`src/rtl/regarb_pkg.sv`:
```
// Shared types for the register-file write-port arbiter: queued write request,
// debug-starvation FSM states and the never-written PC register index.
package regarb_pkg;

  localparam int WB_DW = 32;
  localparam logic [3:0] REG_PC = 4'd15;

  typedef struct packed {
    logic [3:0]       wa;
    logic [WB_DW-1:0] wd;
  } wb_req_t;

  typedef enum logic [1:0] {
    DBG_IDLE  = 2'd0,
    DBG_WAIT  = 2'd1,
    DBG_FORCE = 2'd2
  } dbg_state_t;

  function automatic logic [15:0] reg_onehot(input logic [3:0] wa);
    reg_onehot = 16'd1 << wa;
  endfunction

endpackage

```
`src/rtl/regfile_wb_arbiter_queue.sv`:
```
// wb_queue: synchronous FIFO of load writebacks. Exposes every slot and its
// valid bit so the parent can build the pending-register mask.
module wb_queue
  import regarb_pkg::*;
#(
  parameter int DEPTH = 4,
  localparam int CW = $clog2(DEPTH + 1),
  localparam int PW = $clog2(DEPTH)
) (
  input  logic                  clk,
  input  logic                  reset,
  input  logic                  push,
  input  wb_req_t               push_req,
  input  logic                  pop,
  output wb_req_t               head,
  output logic [CW-1:0]         count,
  output logic                  full,
  output logic                  empty,
  output wb_req_t [DEPTH-1:0]   ent,
  output logic [DEPTH-1:0]      vld
);

  wb_req_t [DEPTH-1:0] mem_q;
  logic [DEPTH-1:0]    vld_q;
  logic [PW-1:0]       rd_ptr, wr_ptr;
  logic [CW-1:0]       cnt_q;
  logic                do_push, do_pop;

  assign full    = (cnt_q == CW'(DEPTH));
  assign empty   = (cnt_q == '0);
  assign do_push = push && !full;
  assign do_pop  = pop && !empty;

  always_ff @(posedge clk) begin
    if (reset) begin
      rd_ptr <= '0;
      wr_ptr <= '0;
      cnt_q  <= '0;
      vld_q  <= '0;
    end else begin
      if (do_push) begin
        wr_ptr        <= wr_ptr + 1'b1;
        vld_q[wr_ptr] <= 1'b1;
      end
      if (do_pop) begin
        rd_ptr        <= rd_ptr + 1'b1;
        vld_q[rd_ptr] <= 1'b0;
      end
      unique case ({do_push, do_pop})
        2'b10:   cnt_q <= cnt_q + 1'b1;
        2'b01:   cnt_q <= cnt_q - 1'b1;
        default: cnt_q <= cnt_q;
      endcase
    end
  end

  // Payload needs no reset: a slot is only read while its valid bit is set.
  always_ff @(posedge clk) begin
    if (do_push) mem_q[wr_ptr] <= push_req;
  end

  assign head  = mem_q[rd_ptr];
  assign count = cnt_q;
  assign ent   = mem_q;
  assign vld   = vld_q;

endmodule

```
`src/rtl/regfile_wb_arbiter.sv`:
```
// Arbitrates the regfile write port between ALU (fixed top priority), a load
// queue and debug writes with starvation escape. REGFILE_ARB_STATS_EN adds stat_defer_cnt.
module regfile_wb_arbiter
  import regarb_pkg::*;
#(
  parameter int DW           = WB_DW,
  parameter int DEPTH        = 4,
  parameter int STARVE_LIMIT = 8,
  localparam int CW = $clog2(DEPTH + 1)
) (
  input  logic          clk,
  input  logic          reset,
  input  logic          alu_we,
  input  logic [3:0]    alu_wa,
  input  logic [DW-1:0] alu_wd,
  input  logic          mem_valid,
  output logic          mem_ready,
  input  logic [3:0]    mem_wa,
  input  logic [DW-1:0] mem_wd,
  input  logic          dbg_valid,
  output logic          dbg_ready,
  input  logic [3:0]    dbg_wa,
  input  logic [DW-1:0] dbg_wd,
  output logic          we3,
  output logic [3:0]    wa3,
  output logic [DW-1:0] wd3,
  output logic [15:0]   pend_mask,
  output logic [CW-1:0] q_count,
`ifdef REGFILE_ARB_STATS_EN
  output dbg_state_t    dbg_fsm,
  output logic [15:0]   stat_defer_cnt
`else
  output dbg_state_t    dbg_fsm
`endif
);

  localparam int SW = $clog2(STARVE_LIMIT + 2);

  // Handshakes: a load transfers on mem_valid && mem_ready, a debug write on
  // dbg_valid && dbg_ready; requesters hold payload stable until the transfer.
  wb_req_t             q_head;
  wb_req_t [DEPTH-1:0] q_ent;
  logic [DEPTH-1:0]    q_vld;
  logic                q_push, q_pop, q_full, q_empty;
  dbg_state_t          state_q, state_d;
  logic [SW-1:0]       cnt_q, cnt_d;
  logic                dbg_grant;

  assign mem_ready = !q_full;
  // A load to the PC is acknowledged but dropped.
  assign q_push    = mem_valid && mem_ready && (mem_wa != REG_PC);

  wb_queue #(.DEPTH(DEPTH)) u_queue (
    .clk      (clk),
    .reset    (reset),
    .push     (q_push),
    .push_req ('{wa: mem_wa, wd: mem_wd}),
    .pop      (q_pop),
    .head     (q_head),
    .count    (q_count),
    .full     (q_full),
    .empty    (q_empty),
    .ent      (q_ent),
    .vld      (q_vld)
  );

  // Write-port select; nothing is written in a reset cycle so discarded loads never land.
  always_comb begin
    we3       = 1'b0;
    wa3       = '0;
    wd3       = '0;
    dbg_ready = 1'b0;
    q_pop     = 1'b0;
    if (!reset) begin
      if (alu_we) begin
        if (alu_wa != REG_PC) begin
          we3 = 1'b1;
          wa3 = alu_wa;
          wd3 = alu_wd;
        end
      end else if (state_q == DBG_FORCE || q_empty) begin
        dbg_ready = 1'b1;
        if (dbg_valid && dbg_wa != REG_PC) begin
          we3 = 1'b1;
          wa3 = dbg_wa;
          wd3 = dbg_wd;
        end
      end else begin
        q_pop = 1'b1;
        we3   = 1'b1;
        wa3   = q_head.wa;
        wd3   = q_head.wd;
      end
    end
  end

  assign dbg_grant = dbg_valid && dbg_ready;

  always_ff @(posedge clk) begin
    if (reset) begin
      state_q <= DBG_IDLE;
      cnt_q   <= '0;
    end else begin
      state_q <= state_d;
      cnt_q   <= cnt_d;
    end
  end

  // cnt counts cycles debug has waited; reaching STARVE_LIMIT lets it outrank the queue.
  always_comb begin
    state_d = state_q;
    cnt_d   = cnt_q;
    if (!dbg_valid) begin
      state_d = DBG_IDLE;
      cnt_d   = '0;
    end else begin
      unique case (state_q)
        DBG_IDLE: begin
          if (!dbg_ready) begin
            cnt_d   = SW'(1);
            state_d = (STARVE_LIMIT <= 1) ? DBG_FORCE : DBG_WAIT;
          end
        end
        DBG_WAIT: begin
          if (dbg_grant) begin
            state_d = DBG_IDLE;
            cnt_d   = '0;
          end else begin
            cnt_d = cnt_q + 1'b1;
            if (cnt_d >= SW'(STARVE_LIMIT)) state_d = DBG_FORCE;
          end
        end
        DBG_FORCE: begin
          if (dbg_grant) begin
            state_d = DBG_IDLE;
            cnt_d   = '0;
          end
        end
        default: begin
          state_d = DBG_IDLE;
          cnt_d   = '0;
        end
      endcase
    end
  end

  assign dbg_fsm = state_q;

  always_comb begin
    pend_mask = '0;
    for (int i = 0; i < DEPTH; i++) begin
      if (q_vld[i]) pend_mask = pend_mask | reg_onehot(q_ent[i].wa);
    end
    pend_mask[REG_PC] = 1'b0;
  end

`ifdef REGFILE_ARB_STATS_EN
  always_ff @(posedge clk) begin
    if (reset) begin
      stat_defer_cnt <= '0;
    end else if (!q_empty && !q_pop && stat_defer_cnt != 16'hFFFF) begin
      stat_defer_cnt <= stat_defer_cnt + 16'd1;
    end
  end
`endif

endmodule

```
`config.mk`:
```
export PLATFORM = sky130hd
export DESIGN_NAME = regfile_wb_arbiter
export DESIGN_NICKNAME = d
export VERILOG_FILES = /design/src/rtl/regarb_pkg.sv /design/src/rtl/regfile_wb_arbiter_queue.sv /design/src/rtl/regfile_wb_arbiter.sv
export SDC_FILE = /design/constraint.sdc
export NUM_CORES = 1
export LEC_CHECK = 0
export ABC_AREA = 1
export CORE_MARGIN = 1
export CORE_UTILIZATION = 46
export CTS_CLUSTER_DIAMETER = 30
export DETAILED_ROUTE_END_ITERATION = 16
export PLACE_DENSITY = 0.86
export SYNTH_ARGS = -nofsm -noshare
export SYNTH_HDL_FRONTEND = slang
export SYNTH_SLANG_ARGS = --single-unit
```
`constraint.sdc`:
```
create_clock -name clk -period 3 [get_ports clk]
set_input_delay 0.9 -clock clk [delete_from_list [all_inputs] [get_ports clk]]
set_output_delay 0.9 -clock clk [all_outputs]
set_load 0.1 [all_outputs]
```
**After elaboration in Yosys (flattened, before gate mapping)**

Cells that the tools add are included.

- Bits in registers: 161
- Output and inout bits: 60
- Logic and storage cells: 110

- $add $sub $neg: 5
- Order comparisons: 5
- Equal/unequal tests: 11
- Shift operators: 4
- Muxes and demuxes: 47
- Bitwise operators: 7
- Reduce and logical (&&, ||, !) cells: 17

Operator list:

| operator | count |
|---|---|
| $mux W32 | 5 |
| $bwmux W144 | 1 |
| $bmux W36 S2 | 1 |
| $demux W36 S2 | 1 |
| $mux W36 | 2 |
| $mux W15 | 4 |
| $shl A1 B4 Y15 const A | 4 |
| $or A15 B15 Y15 | 3 |
| $mux W4 | 11 |
| $mux W1 | 13 |
| $ne A4 B4 Y1 const B | 3 |
| $pmux W4 S3 | 1 |
| $logic_and A1 B1 Y1 | 8 |
| $mux W2 | 4 |
| $lt A2 B3 Y1 const B | 2 |
| $pmux W2 S3 | 1 |
| $pmux W3 S2 | 1 |
| $add A2 B1 Y2 const B | 2 |
| $add A4 B1 Y4 const B | 1 |
| $and A4 B4 Y4 | 1 |
| $demux W1 S2 | 2 |
| $eq A2 B1 Y1 const B | 2 |
| $eq A2 B2 Y1 const B | 2 |
| $ge A2 B1 Y1 const B | 2 |
| other kinds (17) | 19 |

**Logic depth before layout (Yosys ltp)**

- Depth after elaboration: 9
- Depth in mapped cells: 13

**Modules after synthesis**

Synthesis repeated with hierarchy kept, for this count alone.

- Cells, all modules: 867
- Area, all modules: 8117.8 µm²

Modules (own cells, without submodules):

| module | instances | cells each | area each (µm²) | seq. area each (µm²) |
|---|---|---|---|---|
| wb_queue | 1 | 444 | 6055.8 | 4544.4 |
| regfile_wb_arbiter | 1 | 423 | 2062.0 | 120.1 |

**Worst setup path before layout**

No wires, ideal clock.

- Kind: reg2out
- Start: register state_q[0] (netlist: dbg_fsm[0])
- End: output port wd3[22]
- Data arrival time: 3.240 ns
- Path slack: -1.140 ns
- Cell stages (with the launch flop): 8
- Buffers on the path: 1
- Path through: dfxtp_1 inv_1 nand2_1 nand2_2 inv_2 buf_2 nand3_1 a31oi_1

- Word-level cells in the longest chain between the ends: 5

Ends and longest elaborated chain:

| element | RTL line | RTL |
|---|---|---|
| start: declaration | regfile_wb_arbiter.sv:45 | `dbg_state_t state_q, state_d;` |
| start signal: assignment | regfile_wb_arbiter.sv:104 | `state_q <= state_d;` |
| $eq A2 B2 Y1 | regfile_wb_arbiter.sv:81 | `end else if (state_q == DBG_FORCE \|\| q_empty) begin` |
| $logic_or A1 B1 Y1 | regfile_wb_arbiter.sv:81 |  |
| $mux W32 | regfile_wb_arbiter.sv:81 |  |
| $mux W32 | regfile_wb_arbiter.sv:75 | `if (alu_we) begin` |
| $mux W32 | regfile_wb_arbiter.sv:74 | `if (!reset) begin` |
| end: declaration | regfile_wb_arbiter.sv:26 | `output logic [DW-1:0] wd3,` |

No other way between the ends.

**Worst setup path after layout**

- Start: input port alu_wa[1]
- End: output port wd3[30]

- Word-level cells in the longest chain between the ends: 4

Ends and longest elaborated chain:

| element | RTL line | RTL |
|---|---|---|
| start: declaration | regfile_wb_arbiter.sv:14 | `input logic [3:0] alu_wa,` |
| $ne A4 B4 Y1 | regfile_wb_arbiter.sv:76 | `if (alu_wa != REG_PC) begin` |
| $mux W32 | regfile_wb_arbiter.sv:76 |  |
| $mux W32 | regfile_wb_arbiter.sv:75 |  |
| $mux W32 | regfile_wb_arbiter.sv:74 |  |

No other way between the ends.

==> results by stage <==
Clock network:
- The count of clock tree sinks is 161.
- At the later pin of the worst-skew pair, clock insertion delay measures 0.43 ns.
- TritonCTS built the clock tree.
- The longest clock path from root to sink contains 2 buffers.
- The CTS buffer count is 17.
- CTS built an H-tree with a depth of 4.
- Clock-pin slew was measured on the worst setup and hold paths at 0.06 ns.
- The tree is rooted in a clkbuf_16.

Yosys:
- In this run, synthesis inferred 144 flip-flops with an integrated enable.
- Among all flip-flop cells after synthesis, the most frequent one is edfxtp_1.
- The synthesized design contains around 160 register bits.
- After synthesis, the largest area contributor takes up 54.5% of total cell area.
- Sorting the synthesized cells by area gives the leading types as edfxtp_1 (55%), nand3_1 (7.9%), nand2_1 (7.6%), dfxtp_1 (4.3%), o211ai_1 (3.5%).
- The post-synthesis instance total is 787.
- The proportion of synthesized flip-flops having asynchronous set or reset is 0%.
- The number of distinct library cell variants in the gate-level netlist after synthesis is 32.
- The cell type with the highest aggregate area in the netlist is edfxtp_1.
- The most common cell in the synthesized netlist is nand2_1.
- The average cell area after synthesis is roughly 10 um^2.
- The synthesized netlist occupies a cell area of approximately 7900 um^2.
- The total of warnings raised by yosys is 0.
- Synthesis produced a netlist with a net count of 911.
- After synthesis, the most frequently instantiated cells are nand2_1 (161), edfxtp_1 (144), nand3_1 (126), inv_1 (45), a31oi_1 (39).
- The sequential share of the synthesized area is 58.8%.

STA:
- The routed design could run at a clock period as short as 3.01 ns.
- Between clock sinks in the finished design, the worst skew comes to about 0.011 ns.
- The tightest hold path in the finished design has a slack of between 0.5 and 0.6 ns.
- The hold violation count in the final report is 0.
- The setup violation total in the final timing report is 9.
- The final critical path takes up 100% of the cycle.
- Setup repair after global routing could not meet its margin everywhere.
- After layout, the worst setup slack is -0.0133 ns.
- The max-slew violation count is 0.
- Static timing analysis puts the maximum clock frequency at 332 MHz.

Cells and area:
- The number of nets in the finished design is around 1100.
- Of the cells placed in the final design, the portion with a size suffix greater than 1 is 24.5%.
- After routing the design area is 12200 um^2.
- From synthesis to final layout, the design area changed by 54.3%.

Routing:
- For this run, the detailed router's first-pass iteration total came to 5.
- The routed via count is 7157.
- The vias per cell is ~5.8.
- Dividing the detail-routed wire length by the instance count gives between 20 and 25 um.
- For this run, design rule violations remaining after detail routing come to 0.
- The count of antenna-violating nets left after detailed routing is 0.
- For this block, the routed nets add up to 25.0 mm of wire.
- The detailed router finished its first iteration with 814 violations.

Hold path:
- Along the worst hold path, the cell count comes to 2.
- The hold path endpoint is cnt_q[2]$_SDFFE_PP0P_.
- The hold path startpoint is cnt_q[2]$_SDFFE_PP0P_.
- The worst hold path belongs to the class reg -> reg.

Run status:
- The flow ran to the end, but the final reports show violations.
- The final reports fail on negative setup slack.

Worst setup path:
- The path type of the worst setup path is in -> out.
- The worst setup path is captured at an output port.
- The signal arrival time at the worst endpoint is 2.11 ns.
- The maximum net fanout on the critical path is 8.
- The signal on the critical path passes through buf_6, nand3_2, nand3b_1, buf_6, buf_8, o211ai_1, a31oi_4, buf_12.
- The endpoint identified for the worst register-to-register timing path is u_queue.count[2]$_SDFFE_PP0P_.
- Counting stages on the worst path, the most repeated cell is buf_6.
- The number of cell instances on the worst register-to-register path is 14.
- The worst-case register-to-register setup slack is 0.68 ns.
- The slowest cell on the critical path is a31oi_4.
- The endpoint required time on the critical path is 2.10 ns.
- The launch instance of the worst register-to-register path is u_queue.count[0]$_SDFFE_PP0P_.
- The worst setup path is launched from a primary input.
- The delay of the slowest cell on the worst path is 0.21 ns.

Global routing:
- Global routing finished with a remaining overflow of 0.
- The number of global-route vias before repair came to 7075.
- The number of antenna violations at the first check in global routing is 2.
- The global-route usage over all layers is about 29%.
- The first global-routing pass estimated 38.6 mm of wire.
- Entering global routing, the biggest net connects 45 pins.

Run:
- Max-cap violations in this run came to 0.

Floorplan:
- The core region is ~17000 um^2.
- The die covers 17800 um^2.
- 173 I/O pins were placed.
- The die is 133 um wide.
- The floorplan die height is 133 um.
- The row count is between 40 and 50.
- The initial cell density of the core is ~47%.

Placed design:
- The standard cell area after detailed placement is between 10000 and 15000 um^2.
- The wire-length estimate of the detail-placed layout is 15.6 mm.
- The final weighted congestion in routability-driven placement is 0.965.
- The number of buffers inserted by port buffering is 171.

Power:
- The cell area power density is 560 nW/um^2.
- The analysis attributes to cell leakage a power of 4.36 nW.
- The worst-case IR drop observed on VDD is 0.523 mV.
## layout by cell type (no fill, tap or decap), types with 3 or more instances in the layout
| cell | synthesis | final |
|---|---|---|
| o2111ai_2 | 0 | 4 |
| clkinv_2 | 0 | 3 |
| inv_6 | 0 | 3 |
| nor2_1 | 25 | 21 |
| inv_1 | 45 | 40 |
| a31oi_4 | 0 | 37 |
| nor3_1 | 7 | 7 |
| nand2_1 | 161 | 159 |
| inv_2 | 3 | 6 |
| nand4_1 | 9 | 9 |
| a22oi_1 | 3 | 3 |
| buf_6 | 6 | 14 |
| dfxtp_1 | 17 | 10 |
| a21oi_1 | 31 | 31 |
| o211ai_1 | 37 | 37 |
| buf_2 | 22 | 4 |
| o21ai_1 | 4 | 4 |
| clkbuf_16 | 0 | 17 |
| edfxtp_1 | 144 | 144 |
| ha_1 | 10 | 10 |
| o221ai_2 | 0 | 8 |
| buf_16 | 0 | 4 |
| dfxtp_2 | 0 | 6 |
| clkdlybuf4s50_1 | 0 | 101 |
| buf_12 | 0 | 64 |
| o21ai_0 | 14 | 14 |
| clkinv_1 | 0 | 3 |
| nand3_2 | 1 | 3 |
| nor2_4 | 0 | 4 |
| nand3_1 | 126 | 123 |
| buf_4 | 4 | 52 |
| nand3b_1 | 36 | 36 |
## critical path: cells and delay by family
| family | cells | cell delay, ns |
|---|---|---|
| and+or+nand+nor | 2 | 0.23 |
| AOI/OAI and AO/OA | 2 | 0.36 |
| buffers and inverters | 4 | 0.62 |
## worst max-delay path by stage
stage | cells after the start | start | to
4_1_cts | 8 | alu_wa[3] | wd3[25]
5_1_grt | 8 | alu_wa[1] | wd3[9]
3_3_place_gp | 7 | dbg_wa[2] | wd3[16]
3_5_place_dp | 7 | dbg_wa[2] | wd3[10]
2_1_floorplan | 4 | u_queue.ent[104]$_DFFE_PP_ | pend_mask[14]
6_report | 8 | alu_wa[1] | wd3[30]
## report_power, final
| part | internal (mW) | switching, mW |
|---|---|---|
| Combinational | 0.766 | 1.37 |
| Sequential | 2.57 | 0.0597 |
| Clock | 1.22 | 0.862 |
| Total | 4.56 | 2.29 |
## cell families (layout without fill, tap and decap cells)
kind of cell,Yosys count,after routing,share of synthesized area [%]
fa+ha+maj,11,11,1.83
other cells,1,2,0.0473
simple gates,368,368,21.7
flops,161,161,58.8
compound gates,143,143,11.6
xor+xnor,1,1,0.110
buf+inv,102,323,5.93
## through the flow
step           power [mW]  TNS, ns  setup slack (ns)  util (%)  instances
6_report             6.85  -0.0801           -0.0133      73.3       1229
5_1_grt              7.05   -0.600           -0.0584      73.3       1229
4_1_cts              6.83        0           0.00402      73.3       1229
3_5_place_dp         4.74   -11.55            -0.358      68.3       1183
3_3_place_gp         4.70   -10.15            -0.292      68.3       1183
2_1_floorplan        3.98    -1.77            -0.239         -        787
## sequential cells by signal, summed over array words and instances (netlist names)
signal / count
cnt_q: 4
dbg_fsm: 2
u_queue.count: 3
u_queue.ent: 144
u_queue.rd_ptr: 2
u_queue.vld: 4
u_queue.wr_ptr: 2
## metal layers
metal / vias up / wire, um / GRT usage (%) / share of wire, %
met5: - / 0 / 0 / 0
met3: 58 / 2310 / 7.38 / 9.2
li1: 3295 / - / - / -
met1: 3398 / 9660 / 36.3 / 39
met2: 406 / 12400 / 47.6 / 49
met4: 0 / 686 / 12.5 / 2.7
## what timing repair did
action	in CTS	in global routing
setup buffers	7	0
resized for setup	69	8
hold buffers	0	0
endpoints found under the setup margin	38	36
pin swaps	10	6
cloned	7	0
## final cells by class
class | instances | area [um^2]
Sequential cell | 161 | 4680
Fill cell | 1083 | 4460
Multi-Input combinational cell | 524 | 3500
Timing Repair Buffer | 243 | 3040
Clock buffer | 18 | 429
Tap cell | 220 | 275
Inverter | 48 | 185
Clock inverter | 14 | 136
Antenna cell | 1 | 2.50
(Power assumes the default switching activity.)
